==> src/rtl/piso_rr_arbiter_pkg.sv <==
// Shared types and helpers for the piso round-robin arbiter.
// Holds the FSM state encoding, default sizes and a width helper.
package piso_rr_arbiter_pkg;

    typedef enum logic {
        StIdle  = 1'b0,
        StBurst = 1'b1
    } state_e;

    localparam int unsigned DefNInputs       = 4;
    localparam int unsigned DefDoutWidth     = 64;
    localparam int unsigned DefBeatsPerGrant = 4;

    // clog2 that never returns 0, so a 1-beat grant still gets a 1-bit counter.
    function automatic int unsigned clog2_min1(input int unsigned value);
        int unsigned bits;
        bits = 0;
        for (int unsigned i = 0; i < 32; i++) begin
            if ((32'd1 << i) < value) begin
                bits = i + 1;
            end
        end
        return (bits == 0) ? 1 : bits;
    endfunction

endpackage

==> src/rtl/piso_rr_arbiter_if.sv <==
// Lane-side and downstream-side handshake bundle of the piso round-robin arbiter.
// The arbiter takes the slave view; whoever feeds lanes and consumes dout takes the master view.
interface piso_rr_arbiter_if
    import piso_rr_arbiter_pkg::*;
#(
    parameter int unsigned NInputs   = DefNInputs,
    parameter int unsigned DoutWidth = DefDoutWidth
);

    localparam int unsigned SrcW = clog2_min1(NInputs);

    logic [NInputs*DoutWidth-1:0] din;
    logic [NInputs-1:0]           din_valid;
    logic [NInputs-1:0]           din_ready;
    logic [DoutWidth-1:0]         dout;
    logic                         dout_valid;
    logic                         dout_ready;
    logic [SrcW-1:0]              dout_src;
    logic                         dout_last;

    modport slave (
        input  din,
        input  din_valid,
        output din_ready,
        output dout,
        output dout_valid,
        input  dout_ready,
        output dout_src,
        output dout_last
    );

    modport master (
        output din,
        output din_valid,
        input  din_ready,
        input  dout,
        input  dout_valid,
        output dout_ready,
        input  dout_src,
        input  dout_last
    );

endinterface

==> src/rtl/piso_rr_arbiter_rr_priority_pick.sv <==
// Rotating-priority encoder: picks the first requester strictly after last_grant_i,
// wrapping modulo NInputs, so the previous winner has lowest priority.
module rr_priority_pick #(
    parameter int unsigned NInputs = 4,
    parameter int unsigned IdxW    = 2
) (
    input  logic [NInputs-1:0] req_i,
    input  logic [IdxW-1:0]    last_grant_i,
    output logic [IdxW-1:0]    pick_o,
    output logic               pick_valid_o
);

    logic [IdxW-1:0] idx;

    always_comb begin
        pick_o       = '0;
        pick_valid_o = 1'b0;
        idx          = '0;
        for (int unsigned k = 1; k <= NInputs; k++) begin
            idx = IdxW'((32'(last_grant_i) + k) % NInputs);
            if (!pick_valid_o && req_i[idx]) begin
                pick_valid_o = 1'b1;
                pick_o       = idx;
            end
        end
    end

endmodule

==> src/rtl/piso_rr_arbiter.sv <==
// Round-robin arbiter merging N piso lanes onto one narrow stream; each grant holds for
// BeatsPerGrant accepted beats so one wide word leaves contiguously.
module piso_rr_arbiter
    import piso_rr_arbiter_pkg::*;
#(
    parameter int unsigned NInputs       = DefNInputs,
    parameter int unsigned DoutWidth     = DefDoutWidth,
    parameter int unsigned BeatsPerGrant = DefBeatsPerGrant
) (
    input logic               clk,
    input logic               rst,
    piso_rr_arbiter_if.slave  bus
);

    localparam int unsigned SrcW = clog2_min1(NInputs);
    localparam int unsigned CntW = clog2_min1(BeatsPerGrant);
    localparam logic [CntW-1:0] LastBeat = CntW'(BeatsPerGrant - 1);

    state_e          state_q, state_d;
    logic [SrcW-1:0] grant_q, grant_d;
    logic [SrcW-1:0] last_grant_q, last_grant_d;
    logic [CntW-1:0] beat_q, beat_d;
    logic [SrcW-1:0] pick;
    logic            pick_valid;

    rr_priority_pick #(
        .NInputs (NInputs),
        .IdxW    (SrcW)
    ) u_pick (
        .req_i        (bus.din_valid),
        .last_grant_i (last_grant_q),
        .pick_o       (pick),
        .pick_valid_o (pick_valid)
    );

    always_comb begin
        state_d        = state_q;
        grant_d        = grant_q;
        last_grant_d   = last_grant_q;
        beat_d         = beat_q;
        bus.din_ready  = '0;
        bus.dout_valid = 1'b0;
        bus.dout_last  = 1'b0;
        bus.dout       = bus.din[grant_q*DoutWidth +: DoutWidth];
        bus.dout_src   = grant_q;

        unique case (state_q)
            StIdle: begin
                if (pick_valid) begin
                    grant_d = pick;
                    beat_d  = '0;
                    state_d = StBurst;
                end
            end
            StBurst: begin
                // Zero-latency pass-through; a dropped valid simply stalls the burst.
                bus.dout_valid         = bus.din_valid[grant_q];
                bus.din_ready[grant_q] = bus.dout_ready;
                if (bus.din_valid[grant_q] && bus.dout_ready) begin
                    if (beat_q == LastBeat) begin
                        bus.dout_last = 1'b1;
                        last_grant_d  = grant_q;
                        beat_d        = '0;
                        state_d       = StIdle;
                    end else begin
                        beat_d = beat_q + 1'b1;
                    end
                end
            end
            default: state_d = StIdle;
        endcase
    end

    always_ff @(posedge clk or posedge rst) begin
        if (rst) begin
            state_q      <= StIdle;
            grant_q      <= '0;
            last_grant_q <= SrcW'(NInputs - 1);
            beat_q       <= '0;
        end else begin
            state_q      <= state_d;
            grant_q      <= grant_d;
            last_grant_q <= last_grant_d;
            beat_q       <= beat_d;
        end
    end

endmodule
==> src/flat_wrapper.sv <==
// flat-port wrapper written by rule: the top's interface ports become plain ports
module piso_rr_arbiter_flat import piso_rr_arbiter_pkg::*;
#(
    parameter int unsigned NInputs       = DefNInputs,
    parameter int unsigned DoutWidth     = DefDoutWidth,
    parameter int unsigned BeatsPerGrant = DefBeatsPerGrant
)
  (clk, rst, bus_din, bus_din_valid, bus_din_ready, bus_dout, bus_dout_valid, bus_dout_ready, bus_dout_src, bus_dout_last);
  piso_rr_arbiter_if #(.NInputs(NInputs), .DoutWidth(DoutWidth)) bus_i ();
  input logic clk;
  input logic rst;
  input wire logic [$bits(bus_i.din)-1:0] bus_din;
  input wire logic [$bits(bus_i.din_valid)-1:0] bus_din_valid;
  output wire logic [$bits(bus_i.din_ready)-1:0] bus_din_ready;
  output wire logic [$bits(bus_i.dout)-1:0] bus_dout;
  output wire logic [$bits(bus_i.dout_valid)-1:0] bus_dout_valid;
  input wire logic [$bits(bus_i.dout_ready)-1:0] bus_dout_ready;
  output wire logic [$bits(bus_i.dout_src)-1:0] bus_dout_src;
  output wire logic [$bits(bus_i.dout_last)-1:0] bus_dout_last;
  assign bus_i.din = bus_din;
  assign bus_i.din_valid = bus_din_valid;
  assign bus_din_ready = bus_i.din_ready;
  assign bus_dout = bus_i.dout;
  assign bus_dout_valid = bus_i.dout_valid;
  assign bus_i.dout_ready = bus_dout_ready;
  assign bus_dout_src = bus_i.dout_src;
  assign bus_dout_last = bus_i.dout_last;
  piso_rr_arbiter #(.NInputs(NInputs), .DoutWidth(DoutWidth), .BeatsPerGrant(BeatsPerGrant)) u_core (.clk(clk), .rst(rst), .bus(bus_i));
endmodule
==> config.mk <==
export PLATFORM = sky130hd
export DESIGN_NAME = piso_rr_arbiter_flat
export DESIGN_NICKNAME = d
export VERILOG_FILES = /design/src/rtl/piso_rr_arbiter_pkg.sv /design/src/rtl/piso_rr_arbiter_if.sv /design/src/rtl/piso_rr_arbiter_rr_priority_pick.sv /design/src/rtl/piso_rr_arbiter.sv /design/src/flat_wrapper.sv
export SDC_FILE = /design/constraint.sdc
export NUM_CORES = 1
export LEC_CHECK = 0
export BUFFER_PORTS_ARGS = -buffer_cell sky130_fd_sc_hd__buf_2
export CAP_MARGIN = 20
export CORE_AREA = 2 2 129 131
export CTS_CLUSTER_SIZE = 16
export DETAILED_ROUTE_END_ITERATION = 6
export DIE_AREA = 0 0 131 133
export GPL_TIMING_DRIVEN = 0
export PLACE_DENSITY = 0.39
export SLEW_MARGIN = 0
export SYNTH_ARGS = -nofsm -noshare
export SYNTH_HDL_FRONTEND = slang
export SYNTH_SLANG_ARGS = --single-unit
export TNS_END_PERCENT = 100
==> constraint.sdc <==
create_clock -name clk -period 2.4 [get_ports clk]
set_input_delay 0.72 -clock clk [delete_from_list [all_inputs] [get_ports clk]]
set_output_delay 0.72 -clock clk [all_outputs]
set_load 0.03 [all_outputs]
==> run summary <==
Filler Cells Inserted - 1709
Drt drc - 0
Distinct cells, synth - 32
First-pass DRT Iterations - 4
Area of the mapped netlist - 0.002006 mm²
Failing checks - setup timing
Routed WL - 13530 µm
Routed len/inst - 19.16 µm
P per Cell Area - 1343 mW/mm²
Post-Layout Cell Count - 706
CP startpoint - u_core.bus.dout_src[0]
Worst path required time - 1680 ps
Max Freq - 0.4104 GHz
Final HPWL DP - 11740 µm
Mapped Nets - 398
Worst min path class - in -> async
Critical path class - reg -> out
Final min period - 2437 ps
Worst skew pair latency - 230 ps
Met3 usage - 5.216%
Die Width - 131 µm
Worst Setup Slack, final - -36.68 ps
CTS HTree Levels - 1
Worst clock skew - 1.488 ps
Leak Pwr - 2.339 nW
GRT overflow - 0
Status - finished with violations
Sequential share of the synthesized area - 8.858%
Busiest grt layer - met2
Die Footprint - 0.01742 mm²
Gp weighted congestion - 0.8695
Die Y - 133 µm
Core ar. - 0.01617 mm²
Total number of vias - 2954
PortBufs - 334
Vias per cell - 4.184
Seq cells post-synth - 7
Final-report setup violation count - 12
CTS tree - done
Arr. time, crit path - 1720 ps
Global-route wire length before repair - 18130 µm
Iteration-0 DRC Markers - 148
Placed Instance Area - 0.003964 mm²
Dpl ws - -209.5 ps
Worst VDD drop - 0.4289 mV
Largest net degree at the start of global routing - 11
I/O pin total - 335
Routed Antenna Nets - 0
Slew margin rel. - 72.66%
Met2 usage - 22.86%
Total GRT Usage - 13.76%
Share of cells above drive strength 1 - 90.25%
CP max FO - 7
Reg clk slew, reported paths - 40 ps
Crit. End Element - output port
Hold Buf Count CTS - 0
Rows - 47
Slew Viols, Final - 0
Syn avg cell area - 14.97 µm²
Synth-to-layout area growth - 138.7%
Inst Count DP - 688
Least-Margin Pin Slew - 406.4 ps
CTS max path bufs - 2
Total power - 6.427 mW
RSZ-0062 raised after global routing - yes
RR Startpoint - u_core.bus.dout_src[0]
Clk sinks - 7
Root buf cell - clkbuf_16
Max_cap viols - 0
Period utilisation layout - 101.5%
Ys Warns - 0
Fin area - 0.004787 mm²
Met1 Resource Use GR - 17.14%
Final Hold Vio Count - 0
Initial Util - 12.40%
Post-Syn Instances - 134
Antenna violations before repair - 5
Fin nets - 747
Vias in the first global route - 3035
Num CTS Buffers - 3
Critical path startpoint category - flop
## power by group
group | total, mW | internal (mW) | switching, mW | leakage, nW
Combinational | 5.89 | 2.96 | 2.93 | 2.22
Sequential | 0.251 | 0.183 | 0.0674 | 0.0768
Clock | 0.281 | 0.221 | 0.0604 | 0.0382
## path summary, 6_finish.rpt
| kind | to | slack, ps | cells after the start |
|---|---|---|---|
| min reg2reg | u_core.last_grant_q[0] | 540 | 2 |
| max reg2reg | u_core.last_grant_q[1] | 760 | 6 |
| min | u_core.state_q | 420 | 2 |
| min in group clk | u_core.last_grant_q[0] | 540 | 2 |
| max in group asynchronous | u_core.last_grant_q[0] | 1710 | 2 |
| max | bus_dout[53] | -40 | 4 |
## cell usage after synthesis
| cell type | count | share of area, % |
|---|---|---|
| mux4_2 | 64 | 72 |
| buf_2 | 7 | 1.7 |
| nor2_1 | 7 | 1.3 |
| clkbuf_1 | 6 | 1.1 |
| dfrtp_1 | 5 | 6.2 |
| mux2i_1 | 5 | 2.5 |
| nand2_1 | 5 | 0.94 |
| inv_1 | 4 | 0.75 |
| buf_4 | 3 | 1.1 |
| a31oi_1 | 2 | 0.62 |
| buf_6 | 2 | 1.1 |
| dfstp_2 | 2 | 2.6 |
| nand3_1 | 2 | 0.50 |
| nor3_1 | 2 | 0.50 |
| a21oi_1 | 1 | 0.25 |
| a221o_1 | 1 | 0.50 |
| a22oi_1 | 1 | 0.37 |
| and2_1 | 1 | 0.31 |
| and4_1 | 1 | 0.44 |
| ha_1 | 1 | 0.62 |
| mux2_4 | 1 | 0.75 |
| nand2b_1 | 1 | 0.31 |
| nand3b_1 | 1 | 0.37 |
| nor2b_1 | 1 | 0.31 |
| nor3b_1 | 1 | 0.37 |
| nor4_1 | 1 | 0.31 |
| o211ai_1 | 1 | 0.37 |
| o21a_1 | 1 | 0.37 |
| o21ai_0 | 1 | 0.25 |
| o22a_1 | 1 | 0.44 |
| o22ai_1 | 1 | 0.31 |
| o31ai_1 | 1 | 0.37 |
## cell families after synthesis
family	synth area share (%)
mux	75.11
compound gates	3.868
fa+ha+maj	0.6237
simple gates	5.678
flops	8.858
buf+inv	5.863
## worst max-delay path, stage by stage (launching register included)
cell	delay [ps]
dfrtp_2	460
buf_12	170
buf_12	130
mux4_2	550
buf_6	170
## per-stage QoR
stage / hold slack, ps / setup TNS, ps / utilization (%)
floorplan: 492.7 / 0 / -
CTS: 418.5 / -719.7 / 28.84
detailed placement: 540.1 / -5309 / 24.51
global placement: 519.1 / -3969 / 24.51
global route: 437.7 / -2781 / 29.59
finish: 416.4 / -120.0 / 29.60
## flip-flops by register name, summed over array words and instances, names as in the netlist
register	count
u_core.beat_q	2
u_core.bus.dout_src	2
u_core.last_grant_q	2
u_core.state_q	1
## cells in the final DEF (no fill, tap or decap), types with 2 or more instances in the layout
master	instances
inv_1	3
buf_4	4
buf_6	68
buf_16	3
dfstp_2	2
clkbuf_2	5
diode_2	4
nor3_2	2
buf_2	268
nand3_1	2
mux4_2	64
buf_12	10
clkbuf_1	2
clkbuf_16	5
nor2_1	7
dfrtp_1	4
a31oi_1	2
nand2_1	5
mux2i_1	5
## routing by layer
metal	part of all wire [%]	routed length [µm]
met4	1.1	152
met5	0.096	13
met1	40	5354
met3	11	1497
met2	48	6508
## cell type report
| type | instances | area (µm²) | share of cell area, % |
|---|---|---|---|
| clock buffer | 4 | 78.83 | 1.647 |
| timing repair buffer | 345 | 2296 | 47.96 |
| sequential | 7 | 178.9 | 3.738 |
| buffer | 17 | 210.2 | 4.391 |
| inverter | 4 | 17.52 | 0.3659 |
| antenna | 4 | 10.01 | 0.2091 |
| tap | 220 | 275.3 | 5.750 |
| multi-input combinational | 105 | 1720 | 35.94 |
## timing repair
item / in CTS / in global routing
endpoints found under the setup margin: 67 / 66
buffers inserted: 6 / 0
pin swaps: 1 / 1
cloned: 3 / 2
gates resized for setup: 150 / 24
(Power assumes the default switching activity.)
